### config.mk
export PLATFORM = sky130hd
export DESIGN_NAME = adc_byte_packer_flat
export DESIGN_NICKNAME = d
export VERILOG_FILES = /design/src/rtl/adc_pkg.sv /design/src/rtl/adc_byte_packer_if.sv /design/src/rtl/sync_word_fifo.sv /design/src/rtl/adc_byte_packer.sv /design/src/flat_wrapper.sv
export SDC_FILE = /design/constraint.sdc
export NUM_CORES = 1
export LEC_CHECK = 0
export BUFFER_PORTS_ARGS = -buffer_cell sky130_fd_sc_hd__buf_2
export CELL_PAD_IN_SITES_DETAIL_PLACEMENT = 2
export CELL_PAD_IN_SITES_GLOBAL_PLACEMENT = 2
export CORE_ASPECT_RATIO = 0.8
export CORE_MARGIN = 3
export CORE_UTILIZATION = 45
export CTS_CLUSTER_DIAMETER = 80
export CTS_CLUSTER_SIZE = 24
export DETAILED_ROUTE_END_ITERATION = 8
export HOLD_SLACK_MARGIN = 0.06
export PLACE_DENSITY = 0.83
export RECOVER_POWER = 100
export SYNTH_ARGS = -nofsm -noshare
export SYNTH_HDL_FRONTEND = slang
export SYNTH_SLANG_ARGS = --single-unit
### constraint.sdc
create_clock -name clk -period 3.4 [get_ports clk]
set_clock_uncertainty 0.2 [all_clocks]
set_input_delay 0.34 -clock clk [delete_from_list [all_inputs] [get_ports clk]]
set_output_delay 0.34 -clock clk [all_outputs]
set_load 0.02 [all_outputs]
### src/rtl/adc_pkg.sv
// Shared types and constants for the ADC byte packer.
// The pair FSM states, the default filler byte and the drop counter width live here.
package adc_pkg;

    typedef enum logic {
        WAIT_FIRST  = 1'b0,
        WAIT_SECOND = 1'b1
    } pair_state_e;

    localparam logic [7:0] PAD_BYTE_DEFAULT = 8'h00;
    localparam int         DROP_CNT_W       = 16;

    // Saturating add used by the dropped-byte counter.
    function automatic logic [DROP_CNT_W-1:0] sat_add(
        input logic [DROP_CNT_W-1:0] a,
        input logic [1:0]            b
    );
        logic [DROP_CNT_W:0] s;
        s = {1'b0, a} + {{(DROP_CNT_W-1){1'b0}}, b};
        return s[DROP_CNT_W] ? {DROP_CNT_W{1'b1}} : s[DROP_CNT_W-1:0];
    endfunction

endpackage

### src/rtl/adc_byte_packer_if.sv
// Byte-in / word-out bus of the ADC byte packer.
// The slave modport is the packer itself; the master modport is whoever drives bytes and drains words.
interface adc_byte_packer_if #(
    parameter int FIFO_DEPTH = 8
);
    localparam int LVL_W = $clog2(FIFO_DEPTH) + 1;

    logic [7:0]       in_data;
    logic             in_valid;
    logic             flush;
    logic [15:0]      out_data;
    logic             out_valid;
    logic             out_ready;
    logic [LVL_W-1:0] level;
    logic             ovf;
    logic             ovf_clr;

    modport master (
        output in_data, in_valid, flush, out_ready, ovf_clr,
        input  out_data, out_valid, level, ovf
    );

    modport slave (
        input  in_data, in_valid, flush, out_ready, ovf_clr,
        output out_data, out_valid, level, ovf
    );

endinterface

### src/rtl/sync_word_fifo.sv
// Show-ahead 16-bit word FIFO with occupancy output.
// A write while full is only taken when a read retires the head in the same cycle.
module sync_word_fifo #(
    parameter int DEPTH = 8
) (
    input  logic                       clk,
    input  logic                       reset,
    input  logic                       wr_en,
    input  logic [15:0]                wr_data,
    input  logic                       rd_en,
    output logic [15:0]                rd_data,
    output logic                       rd_valid,
    output logic                       full,
    output logic [$clog2(DEPTH):0]     level
);
    localparam int AW = $clog2(DEPTH);
    localparam int LW = AW + 1;

    logic [15:0]   mem_q [DEPTH];
    logic [AW-1:0] wptr_q, wptr_d;
    logic [AW-1:0] rptr_q, rptr_d;
    logic [LW-1:0] level_q, level_d;
    logic          do_wr, do_rd;

    assign rd_valid = (level_q != '0);
    assign full     = (level_q == LW'(DEPTH));
    assign rd_data  = rd_valid ? mem_q[rptr_q] : 16'h0000;
    assign level    = level_q;

    assign do_rd = rd_en && rd_valid;
    assign do_wr = wr_en && (!full || do_rd);

    // Pointers are exactly AW bits wide so they wrap modulo DEPTH by themselves.
    always_comb begin
        wptr_d  = wptr_q;
        rptr_d  = rptr_q;
        level_d = level_q;
        if (do_wr) wptr_d = wptr_q + 1'b1;
        if (do_rd) rptr_d = rptr_q + 1'b1;
        if (do_wr && !do_rd) level_d = level_q + 1'b1;
        else if (!do_wr && do_rd) level_d = level_q - 1'b1;
    end

    always_ff @(posedge clk) begin
        if (reset) begin
            wptr_q  <= '0;
            rptr_q  <= '0;
            level_q <= '0;
        end else begin
            wptr_q  <= wptr_d;
            rptr_q  <= rptr_d;
            level_q <= level_d;
        end
    end

    always_ff @(posedge clk) begin
        if (do_wr) mem_q[wptr_q] <= wr_data;
    end

endmodule

### src/rtl/adc_byte_packer.sv
// Packs pairs of ADC bytes into 16-bit words and buffers them for a downstream writer.
// Define PACKER_DROP_CNT_EN to add the drop_cnt output counting bytes lost to overflow.
module adc_byte_packer
    import adc_pkg::*;
#(
    parameter int         FIFO_DEPTH = 8,
    parameter bit         LOW_FIRST  = 1'b1,
    parameter logic [7:0] PAD_BYTE   = PAD_BYTE_DEFAULT
) (
    input  logic              clk,
    input  logic              reset,
    adc_byte_packer_if.slave  bus
`ifdef PACKER_DROP_CNT_EN
    ,
    output logic [DROP_CNT_W-1:0] drop_cnt
`endif
);
    localparam int LVL_W = $clog2(FIFO_DEPTH) + 1;

    pair_state_e state_q, state_d;
    logic [7:0]  hold_q, hold_d;
    logic [15:0] word_q, word_d;
    logic        push_q, push_d;
    logic        ovf_q, ovf_d;

    logic [15:0]      fifo_data;
    logic             fifo_valid;
    logic             fifo_full;
    logic [LVL_W-1:0] fifo_level;
    logic             pop;
    logic             drop;

    // A formed word sits in word_q for one cycle before it is written, so a
    // word completed at edge N is visible at the head after edge N+1.
    always_comb begin
        state_d = state_q;
        hold_d  = hold_q;
        word_d  = word_q;
        push_d  = 1'b0;
        unique case (state_q)
            WAIT_FIRST: begin
                if (bus.in_valid) begin
                    hold_d  = bus.in_data;
                    state_d = WAIT_SECOND;
                end
            end
            WAIT_SECOND: begin
                if (bus.in_valid) begin
                    word_d  = LOW_FIRST ? {bus.in_data, hold_q} : {hold_q, bus.in_data};
                    push_d  = 1'b1;
                    state_d = WAIT_FIRST;
                end else if (bus.flush) begin
                    word_d  = LOW_FIRST ? {PAD_BYTE, hold_q} : {hold_q, PAD_BYTE};
                    push_d  = 1'b1;
                    state_d = WAIT_FIRST;
                end
            end
            default: state_d = WAIT_FIRST;
        endcase
    end

    assign pop  = fifo_valid && bus.out_ready;
    assign drop = push_q && fifo_full && !pop;

    always_comb begin
        ovf_d = ovf_q;
        if (bus.ovf_clr) ovf_d = 1'b0;
        if (drop)        ovf_d = 1'b1;
    end

    always_ff @(posedge clk) begin
        if (reset) begin
            state_q <= WAIT_FIRST;
            hold_q  <= 8'h00;
            word_q  <= 16'h0000;
            push_q  <= 1'b0;
            ovf_q   <= 1'b0;
        end else begin
            state_q <= state_d;
            hold_q  <= hold_d;
            word_q  <= word_d;
            push_q  <= push_d;
            ovf_q   <= ovf_d;
        end
    end

`ifdef PACKER_DROP_CNT_EN
    // A padded word carries only one real byte, so it counts as one.
    logic                  pad_q, pad_d;
    logic [DROP_CNT_W-1:0] drop_cnt_q, drop_cnt_d;

    always_comb begin
        pad_d      = (state_q == WAIT_SECOND) && !bus.in_valid && bus.flush;
        drop_cnt_d = bus.ovf_clr ? '0 : drop_cnt_q;
        if (drop) drop_cnt_d = sat_add(drop_cnt_d, pad_q ? 2'd1 : 2'd2);
    end

    always_ff @(posedge clk) begin
        if (reset) begin
            pad_q      <= 1'b0;
            drop_cnt_q <= '0;
        end else begin
            pad_q      <= pad_d;
            drop_cnt_q <= drop_cnt_d;
        end
    end

    assign drop_cnt = drop_cnt_q;
`endif

    sync_word_fifo #(
        .DEPTH (FIFO_DEPTH)
    ) u_fifo (
        .clk      (clk),
        .reset    (reset),
        .wr_en    (push_q),
        .wr_data  (word_q),
        .rd_en    (bus.out_ready),
        .rd_data  (fifo_data),
        .rd_valid (fifo_valid),
        .full     (fifo_full),
        .level    (fifo_level)
    );

    assign bus.out_data  = fifo_data;
    assign bus.out_valid = fifo_valid;
    assign bus.level     = fifo_level;
    assign bus.ovf       = ovf_q;

endmodule

### src/flat_wrapper.sv
// flat-port wrapper written by rule: the top's interface ports become plain ports
module adc_byte_packer_flat import adc_pkg::*;
#(
    parameter int         FIFO_DEPTH = 8,
    parameter bit         LOW_FIRST  = 1'b1,
    parameter logic [7:0] PAD_BYTE   = PAD_BYTE_DEFAULT
)
  (clk, reset, bus_in_data, bus_in_valid, bus_flush, bus_out_ready, bus_ovf_clr, bus_out_data, bus_out_valid, bus_level, bus_ovf);
  adc_byte_packer_if #(.FIFO_DEPTH(FIFO_DEPTH)) bus_i ();
  input  logic clk;
  input  logic reset;
  input wire logic [$bits(bus_i.in_data)-1:0] bus_in_data;
  input wire logic [$bits(bus_i.in_valid)-1:0] bus_in_valid;
  input wire logic [$bits(bus_i.flush)-1:0] bus_flush;
  input wire logic [$bits(bus_i.out_ready)-1:0] bus_out_ready;
  input wire logic [$bits(bus_i.ovf_clr)-1:0] bus_ovf_clr;
  output wire logic [$bits(bus_i.out_data)-1:0] bus_out_data;
  output wire logic [$bits(bus_i.out_valid)-1:0] bus_out_valid;
  output wire logic [$bits(bus_i.level)-1:0] bus_level;
  output wire logic [$bits(bus_i.ovf)-1:0] bus_ovf;
  assign bus_i.in_data = bus_in_data;
  assign bus_i.in_valid = bus_in_valid;
  assign bus_i.flush = bus_flush;
  assign bus_i.out_ready = bus_out_ready;
  assign bus_i.ovf_clr = bus_ovf_clr;
  assign bus_out_data = bus_i.out_data;
  assign bus_out_valid = bus_i.out_valid;
  assign bus_level = bus_i.level;
  assign bus_ovf = bus_i.ovf;
  adc_byte_packer #(.FIFO_DEPTH(FIFO_DEPTH), .LOW_FIRST(LOW_FIRST), .PAD_BYTE(PAD_BYTE)) u_core (.clk(clk), .reset(reset), .bus(bus_i));
endmodule
After elaboration in Yosys (flattened, before gate mapping)
Memory sizes are Yosys's and may differ from the RTL's. A register that Yosys moved wholly into a read port is not among the register bits. Cells that the tools add are included.

Register bits: 37. Bits of input ports: 14. Memories: 1. Memory bits (writable): 128. Output and inout bits: 22. Logic and storage cells: 49.

Reductions and logical operators: 17. Muxes and demuxes: 17. Equality and inequality tests: 1. Add/subtract/negate cells: 4. Bitwise operators: 1.

Memory list: u_core.u_fifo.mem_q (depth 8, width 16, read ports 1, clocked after Yosys merged registers in 1, wr ports 1, RTL line sync_word_fifo.sv:19) `logic [15:0] mem_q [DEPTH];`.

Operators with widths (count): $mux 16 (3); $mux 1 (9); $mux 4 (2); $add 3x1->3 const B (2); $logic_and 1x1->1 (6); $mux 3 (2); $reduce_bool 2->1 (3); $add 4x1->4 const B (1); $eq 4x4->1 const B (1); $reduce_and 2->1 (2); $reduce_bool 4->1 (1); $sub 4x1->4 const B (1); $logic_not 1->1 (3); $pmux 1 s2 (1); $reduce_or 2->1 (1); $logic_or 1x1->1 (1); $not 1->1 (1).

Longest topological paths before layout
Gate-level depths: netlist (run 1).

Depth after elaboration: 8. Depth in mapped cells: 11. Depth with buffers taken out: 11.

Modules after synthesis
A second synthesis (run 1) with hierarchy kept.

Cells, all modules: 361. Area total of the unflattened synthesis: 6441.2 µm².

Modules (own cells, without submodules): sync_word_fifo (sequential area each 4103.9 µm², cells each 276, instances 1, area each 5531.6 µm²); adc_byte_packer (sequential area each 540.5 µm², cells each 85, instances 1, area each 909.6 µm²).

Worst setup path after synthesis (run 1)
Ideal clock, no wire load.

Kind: flip-flop to flip-flop. Start: register u_core.u_fifo.level_q[0] (netlist: u_core.u_fifo.level[0]). End: register u_core.u_fifo.level_q[3] (netlist: u_core.u_fifo.level[3]). Required time: 3077 ps. Period minus slack after synthesis: 2808 ps. Slack: 592 ps. Arrival time: 2484 ps. Stages on the path, launching flop included: 12. Cells stage by stage: dfxtp_1 or3_4 nor2_8 inv_2 nand2_4 ha_1 inv_1 ha_1 a21oi_1 a211oi_1 a31oi_1 mux2_1.

Cells in the longest elaborated chain, start to end: 7. Elaborated cells on any way between the ends: 15.

RTL lines: from (decl) (RTL line sync_word_fifo.sv:22) `logic [LW-1:0] level_q, level_d;`; from (signal assigned) (RTL line sync_word_fifo.sv:52) `level_q <= level_d;`; $reduce_bool 4->1 (*) (RTL line sync_word_fifo.sv:25) `assign rd_valid = (level_q != '0);`; net bus_out_valid (RTL line flat_wrapper.sv:18) `output wire logic [$bits(bus_i.out_valid)-1:0] bus_out_valid;`; $logic_and 1x1->1 (*) (RTL line sync_word_fifo.sv:30) `assign do_rd = rd_en && rd_valid;`; $logic_or 1x1->1 (RTL line sync_word_fifo.sv:31) `assign do_wr = wr_en && (!full || do_rd);`; $logic_and 1x1->1 (RTL line sync_word_fifo.sv:31); $logic_not 1->1 (RTL line sync_word_fifo.sv:41) `else if (!do_wr && do_rd) level_d = level_q - 1'b1;`; $logic_and 1x1->1 (RTL line sync_word_fifo.sv:41); $reduce_bool 2->1 (no line).

Mark *: on every way through the listed nets, which the timed path passes. The rest lies on a longest branch. The select of a mux whose other input is x is not followed. A chain may end at the register's enable or synchronous reset.

Worst setup path in the final report (run 1)
Start: register u_core.u_fifo.level_q[0] (netlist: u_core.u_fifo.level[0]). End: memory u_core.u_fifo.mem_q[3][14], enable pin.

Cells in the longest elaborated chain, start to end: 6. Elaborated cells on any way between the ends: 8.

RTL lines: $eq 4x4->1 / $reduce_bool 4->1 (equally long branches) (RTL line sync_word_fifo.sv:26, sync_word_fifo.sv:25); $logic_not 1->1 / $logic_and 1x1->1 (equally long branches) (RTL line sync_word_fifo.sv:31, sync_word_fifo.sv:30); $logic_or 1x1->1 (*) (RTL line sync_word_fifo.sv:31); $logic_and 1x1->1 (*) (RTL line sync_word_fifo.sv:31); net u_core.u_fifo.do_wr (RTL line sync_word_fifo.sv:23) `logic do_wr, do_rd;`; $mux 1 (*) (RTL line sync_word_fifo.sv:57) `if (do_wr) mem_q[wptr_q] <= wr_data;`; $mux 1 (not written as such) (*) (RTL line sync_word_fifo.sv:57); to (decl) (RTL line sync_word_fifo.sv:19).

Mark *: on every way through the listed nets, which the timed path passes. The rest lies on a longest branch.

==> results.toml, run 1 <==
[sta]
min_period_over_period = 0.9100
hold_viol = 0
tns_ps = 0
whs_ps = 102.5
rsz0062_at_grt = "no"
setup_viol = 0
tightest_slew_ps = 1406
period_minus_slack_ps = 3094
fmax_ghz = 0.3232
worst_slew_margin_rel = 0.06257
slew_viol_final = 0

[pwr]
total_power_mw = 5.467
p_per_area_nw_per_um2 = 737.8
cellLeakagePower_nw = 2.409
ir_drop_v = 0.0004624

[yosys]
synth_mux_area_frac = 0.1545
syn-num-nets = 369
synthTopCellsByArea = "edfxtp_1 60%, dfxtp_1 12%, mux4_2 11%"
synth_top_family_by_area = "multiplexers"
ys_warn_count = 0
ys_types = 38
synth_xor_area_frac = 0.007989
synthTopCellsByCount = "128 x edfxtp_1, 43 x nor2_1, 40 x dfxtp_1"
synthArstFlopShare = 0
synth-seq-cells = 168
yosysSeqAreaShare = 0.7233
synth_top_area_cell = "edfxtp_1"
synth_ff_type = "edfxtp_1"
synth_edf_count = 128
synth-compound-area-share = 0.03449
avgSynthCellArea_um2 = 18.40
synth_simple_gate_area_frac = 0.05047
syn-cell-area_um2 = 6421
yosysMostFrequentCell = "edfxtp_1"
syn_inst = 349
synth_top_area_frac = 0.5986
synth_adder_area_share = 0.01286

[global_route]
grt_first_pass_wirelength_mm = 26.15
track_usage = 0.2316
antenna_found_initial = 2
grt-ovfl-total = 0
met1_usage = 0.2972
busiest_layer = "met2"
grtUsageMet2 = 0.4047
met3_usage = 0.04309
grt_pass1_vias = 3873
grt_max_degree = 33

[worst_setup_path]
critical_path_class = "reg2reg"
cp.required_ps = 3320
worstSetupEndpointType = "register"
cp-start-kind = "register"
critPathMaxFanout = 9
cp.arrival_ps = 3010

[die]
rows = 38
die_w_um = 139.6
start_util = 0.4673
dieArea_um2 = 15750
pin_count = 36
die-height_um = 112.8
coreArea_um2 = 13740

[route]
routed_wl_mm = 16.94
final_antenna_net_count = 0
dr.pass1.iters = 4
drtIter0Drc = 276
post-route-drc-count = 0
avgViaCountPerCell = 5.744
via_count = 3458
wire_per_inst_um = 28.14

[finish]
drive_above_1_share = 0.2180
seqCellArea_um2 = 4646
synthToLayoutAreaGrowth_pct = 15.39
fill_cells = 1210
diodes = 0
multi_input_comb_area_um2 = 1643
final_nets = 429
layoutNonFillerInstCount = 602

[clock_network]
numClockSinks = 168
clk_pin_slew_worst_paths_ps = 90
cts_made_buffers = 17
cts_tree = "yes"
cts_resized = 0
clockBufferDepth = 2
clk-insertion-delay-late_ps = 420
clock-root-buffer = "clkbuf_16"
htree_levels = 4

[run]
maxCapViolCount = 0

[placed_design]
io_buffers = 35
gp_congestion = 0.7355
dp.final_hpwl_mm = 10.22
dp_cells = 560

[hold_path]
hp-class = "in2reg"

[outcome]
outcome = "finished, final reports clean"
## cell usage in the layout, fill, tap and decap left out, types with 3 or more instances in the layout
| cell | count |
|---|---|
| edfxtp_1 | 128 |
| nor2_1 | 43 |
| dfxtp_1 | 39 |
| mux4_2 | 32 |
| mux2i_1 | 26 |
| clkbuf_1 | 23 |
| clkbuf_16 | 17 |
| a22o_1 | 16 |
| buf_2 | 14 |
| dlygate4sd3_1 | 10 |
| buf_4 | 6 |
| a21oi_1 | 5 |
| ha_1 | 5 |
| nand2_1 | 4 |
| nand2b_1 | 4 |
| xor2_1 | 4 |
| clkinv_4 | 4 |
| clkbuf_2 | 4 |
| nor2b_1 | 3 |
| nand3_1 | 3 |
| inv_6 | 3 |
## timing repair
item,in CTS,in global routing
endpoints found under the hold margin,17,0
hold buffers,10,0
setup buffers,0,0
## power breakdown
group	switching (mW)	total (mW)	internal (mW)
clock	0.866	1.82	0.949
combinational	0.739	1.27	0.529
sequential	0.126	2.38	2.26
## registers in the layout (all words and copies together), names as in the netlist, named ones only
signal	cells
u_core.u_fifo.mem_q	128
u_core.word_q	16
u_core.hold_q	8
u_core.u_fifo.level	4
u_core.u_fifo.rptr_q	3
u_core.u_fifo.wptr_q	3
u_core.bus.ovf	1
u_core.push_q	1
u_core.state_q	1
## final timing paths
path	from	end	slack, ps	cells past startpoint
max	u_core.u_fifo.level[0]	u_core.u_fifo.mem_q[3][14]	310	5
min	bus_out_ready	register	100	3
max reg2reg	u_core.u_fifo.level[0]	u_core.u_fifo.mem_q[3][14]	310	5
min reg2reg	u_core.hold_q[1]	u_core.word_q[1]	270	1
## kinds of logic after synthesis
group	count (synthesis)
AND/OR/NAND/NOR	65
buffers and inverters	19
adder cells (fa/ha/maj)	6
flip-flops	168
XOR/XNOR	5
multiplexers	59
AO/OA/AOI/OAI	27
## area by class of cell
cell class,count,share of cell area
clock buffers,17,0.05741
flip-flops and latches,168,0.6270
well taps,180,0.03040
inverters,2,0.001013
repair buffers,58,0.04610
multi-input cells,162,0.2217
clock inverters,15,0.01638
## critical path, stage by stage, from the launching register on
cell and delay [ps]:
dfxtp_1 440, or3_1 330, o21a_1 300, nand2_1 180, nor2_1 960, buf_4 370
## per-layer routing
layer | wire length, µm | up-vias | share of wire
li1 | - | 1486 | -
met2 | 8865 | 91 | 0.52
met3 | 746 | 19 | 0.044
met4 | 314 | 2 | 0.019
met1 | 7002 | 1860 | 0.41
met5 | 13 | - | 0.00077
## per-stage QoR
step,util,setup WS (ps),area (µm²)
floorplan,-,592.3,6421
global placement,0.4986,627.9,6852
detailed placement,0.4986,539.4,6852
CTS,0.5457,273.2,7498
global route,0.5392,111.6,7410
finish,0.5392,305.9,7410
Power figures use the tool's default switching activity.
==> run 2: changes to the inputs <==
--- a/config.mk
+++ b/config.mk
@@ -6,6 +6,7 @@
 export NUM_CORES = 1
 export LEC_CHECK = 0
 export BUFFER_PORTS_ARGS = -buffer_cell sky130_fd_sc_hd__buf_2
+export CAP_MARGIN = 5
 export CELL_PAD_IN_SITES_DETAIL_PLACEMENT = 2
 export CELL_PAD_IN_SITES_GLOBAL_PLACEMENT = 2
 export CORE_ASPECT_RATIO = 0.8
@@ -15,6 +16,7 @@
 export CTS_CLUSTER_SIZE = 24
 export DETAILED_ROUTE_END_ITERATION = 8
 export HOLD_SLACK_MARGIN = 0.06
+export MAX_ROUTING_LAYER = met4
 export PLACE_DENSITY = 0.83
 export RECOVER_POWER = 100
 export SYNTH_ARGS = -nofsm -noshare
==> results.toml, run 2 (same netlist as run 1, synthesis figures left out) <==
[clock_network]
clk_pin_slew_worst_paths_ps = 80
clock-root-buffer = "clkbuf_16"
cts_resized = 0
clk-insertion-delay-late_ps = 420
htree_levels = 4
cts_made_buffers = 17
clockBufferDepth = 2
numClockSinks = 168
cts_tree = "yes"

[worst_setup_path]
worst_r2r_startpoint = "u_core.u_fifo.level[0]"
cp-start-kind = "register"
critPathCapture = "u_core.u_fifo.mem_q[2][1]"
crit_path_start = "u_core.u_fifo.level[0]"
cp.arrival_ps = 3030
r2r-end = "u_core.u_fifo.mem_q[2][1]"
reg2regPathDepth = 5
reg2reg_slack_ps = 280
critPathMaxFanout = 9
critical_path_class = "reg2reg"
cp.required_ps = 3310
worstSetupEndpointType = "register"

[route]
drtIter0Drc = 272
final_antenna_net_count = 0
via_count = 3451
post-route-drc-count = 0
wire_per_inst_um = 28.27
dr.pass1.iters = 4
routed_wl_mm = 17.04
avgViaCountPerCell = 5.723

[run]
maxCapViolCount = 0

[placed_design]
gp_congestion = 0.7446
io_buffers = 35
dp.final_hpwl_mm = 10.22

[finish]
drive_above_1_share = 0.2180
final_nets = 429
synthToLayoutAreaGrowth_pct = 15.43
top_register = "u_core.u_fifo.mem_q"
most-common-layout-cells = "128 x edfxtp_1, 43 x nor2_1, 39 x dfxtp_1"
reg.largest.list = "u_core.u_fifo.mem_q x128, u_core.word_q x16, u_core.hold_q x8"
largest_reg_flops = 128
final_common_cell = "edfxtp_1"

[sta]
period_minus_slack_ps = 3122
rsz0062_at_grt = "no"
hold_viol = 0
worst_slew_margin_rel = 0.06683
tightest_slew_ps = 1400
setup_viol = 0
min_period_over_period = 0.9182
fmax_ghz = 0.3203
slew_viol_final = 0
whs_ps = 121.0
tns_ps = 0

[pwr]
p_per_area_nw_per_um2 = 736.9
ir_drop_v = 0.0004580
cellLeakagePower_nw = 2.409

[die]
rows = 38
dieArea_um2 = 15750
die-height_um = 112.8
pin_count = 36
coreArea_um2 = 13740
die_w_um = 139.6
start_util = 0.4673

[global_route]
antenna_found_initial = 2
grt-ovfl-total = 0
grt_first_pass_wirelength_mm = 26.19
grt_max_degree = 33
grt_pass1_vias = 3870
track_usage = 0.2392

[outcome]
outcome = "finished, final reports clean"

[hold_path]
hp-class = "in2reg"
[run 2: what timing repair did]
action,CTS,global route
hold buffers,10,0
setup buffers,0,0
endpoints found under the hold margin,17,0
[run 2: worst max-delay path: stages (launching register included)]
cell      delay, ps
dfxtp_1         440
or3_1           330
o21a_1          300
nand2b_1        230
nor2_1          940
buf_4           370
[run 2: where the power goes]
group	switching (mW)	leakage [nW]	total, mW	internal (mW)
registers	0.126	1.44	2.38	2.26
logic	0.740	0.700	1.27	0.529
clock network	0.861	0.264	1.81	0.949
total	1.73	2.41	5.46	3.74
[run 2: metal layers]
metal	GRT usage	vias up	share of wire
met5	-	-	0
met4	0.06908	0	0.012
met3	0.04816	15	0.053
met2	0.4053	85	0.53
met1	0.2963	1862	0.40
li1	-	1489	-
[run 2: metrics by stage]
stage	setup slack [ps]	instance area [µm²]	cells	util	total power [mW]
2_1_floorplan	592.3	6421	349	-	3.359
3_3_place_gp	627.9	6852	560	0.4986	3.697
3_5_place_dp	539.4	6852	560	0.4986	3.764
4_1_cts	273.2	7498	602	0.5457	5.594
5_1_grt	107.8	7412	603	0.5394	5.740
6_report	278.2	7412	603	0.5394	5.462
[run 2: worst min-delay path by stage]
stage / start / to / cells after the start
3_3_place_gp: u_core.hold_q[6] / u_core.word_q[6] / 1
2_1_floorplan: u_core.hold_q[0] / u_core.word_q[0] / 1
4_1_cts: bus_out_ready / register / 3
5_1_grt: bus_out_ready / register / 3
3_5_place_dp: u_core.hold_q[1] / u_core.word_q[1] / 1
6_report: bus_out_ready / register / 3
[run 2: final cells by class]
cell class / instances / area (µm²)
repair buffers: 58 / 341.6
flip-flops and latches: 168 / 4646
fillers: 1208 / 6329
multi-input cells: 162 / 1643
well taps: 180 / 225.2
inverters: 2 / 7.507
clock inverters: 15 / 121.4
clock buffers: 17 / 425.4
diodes: 1 / 2.502
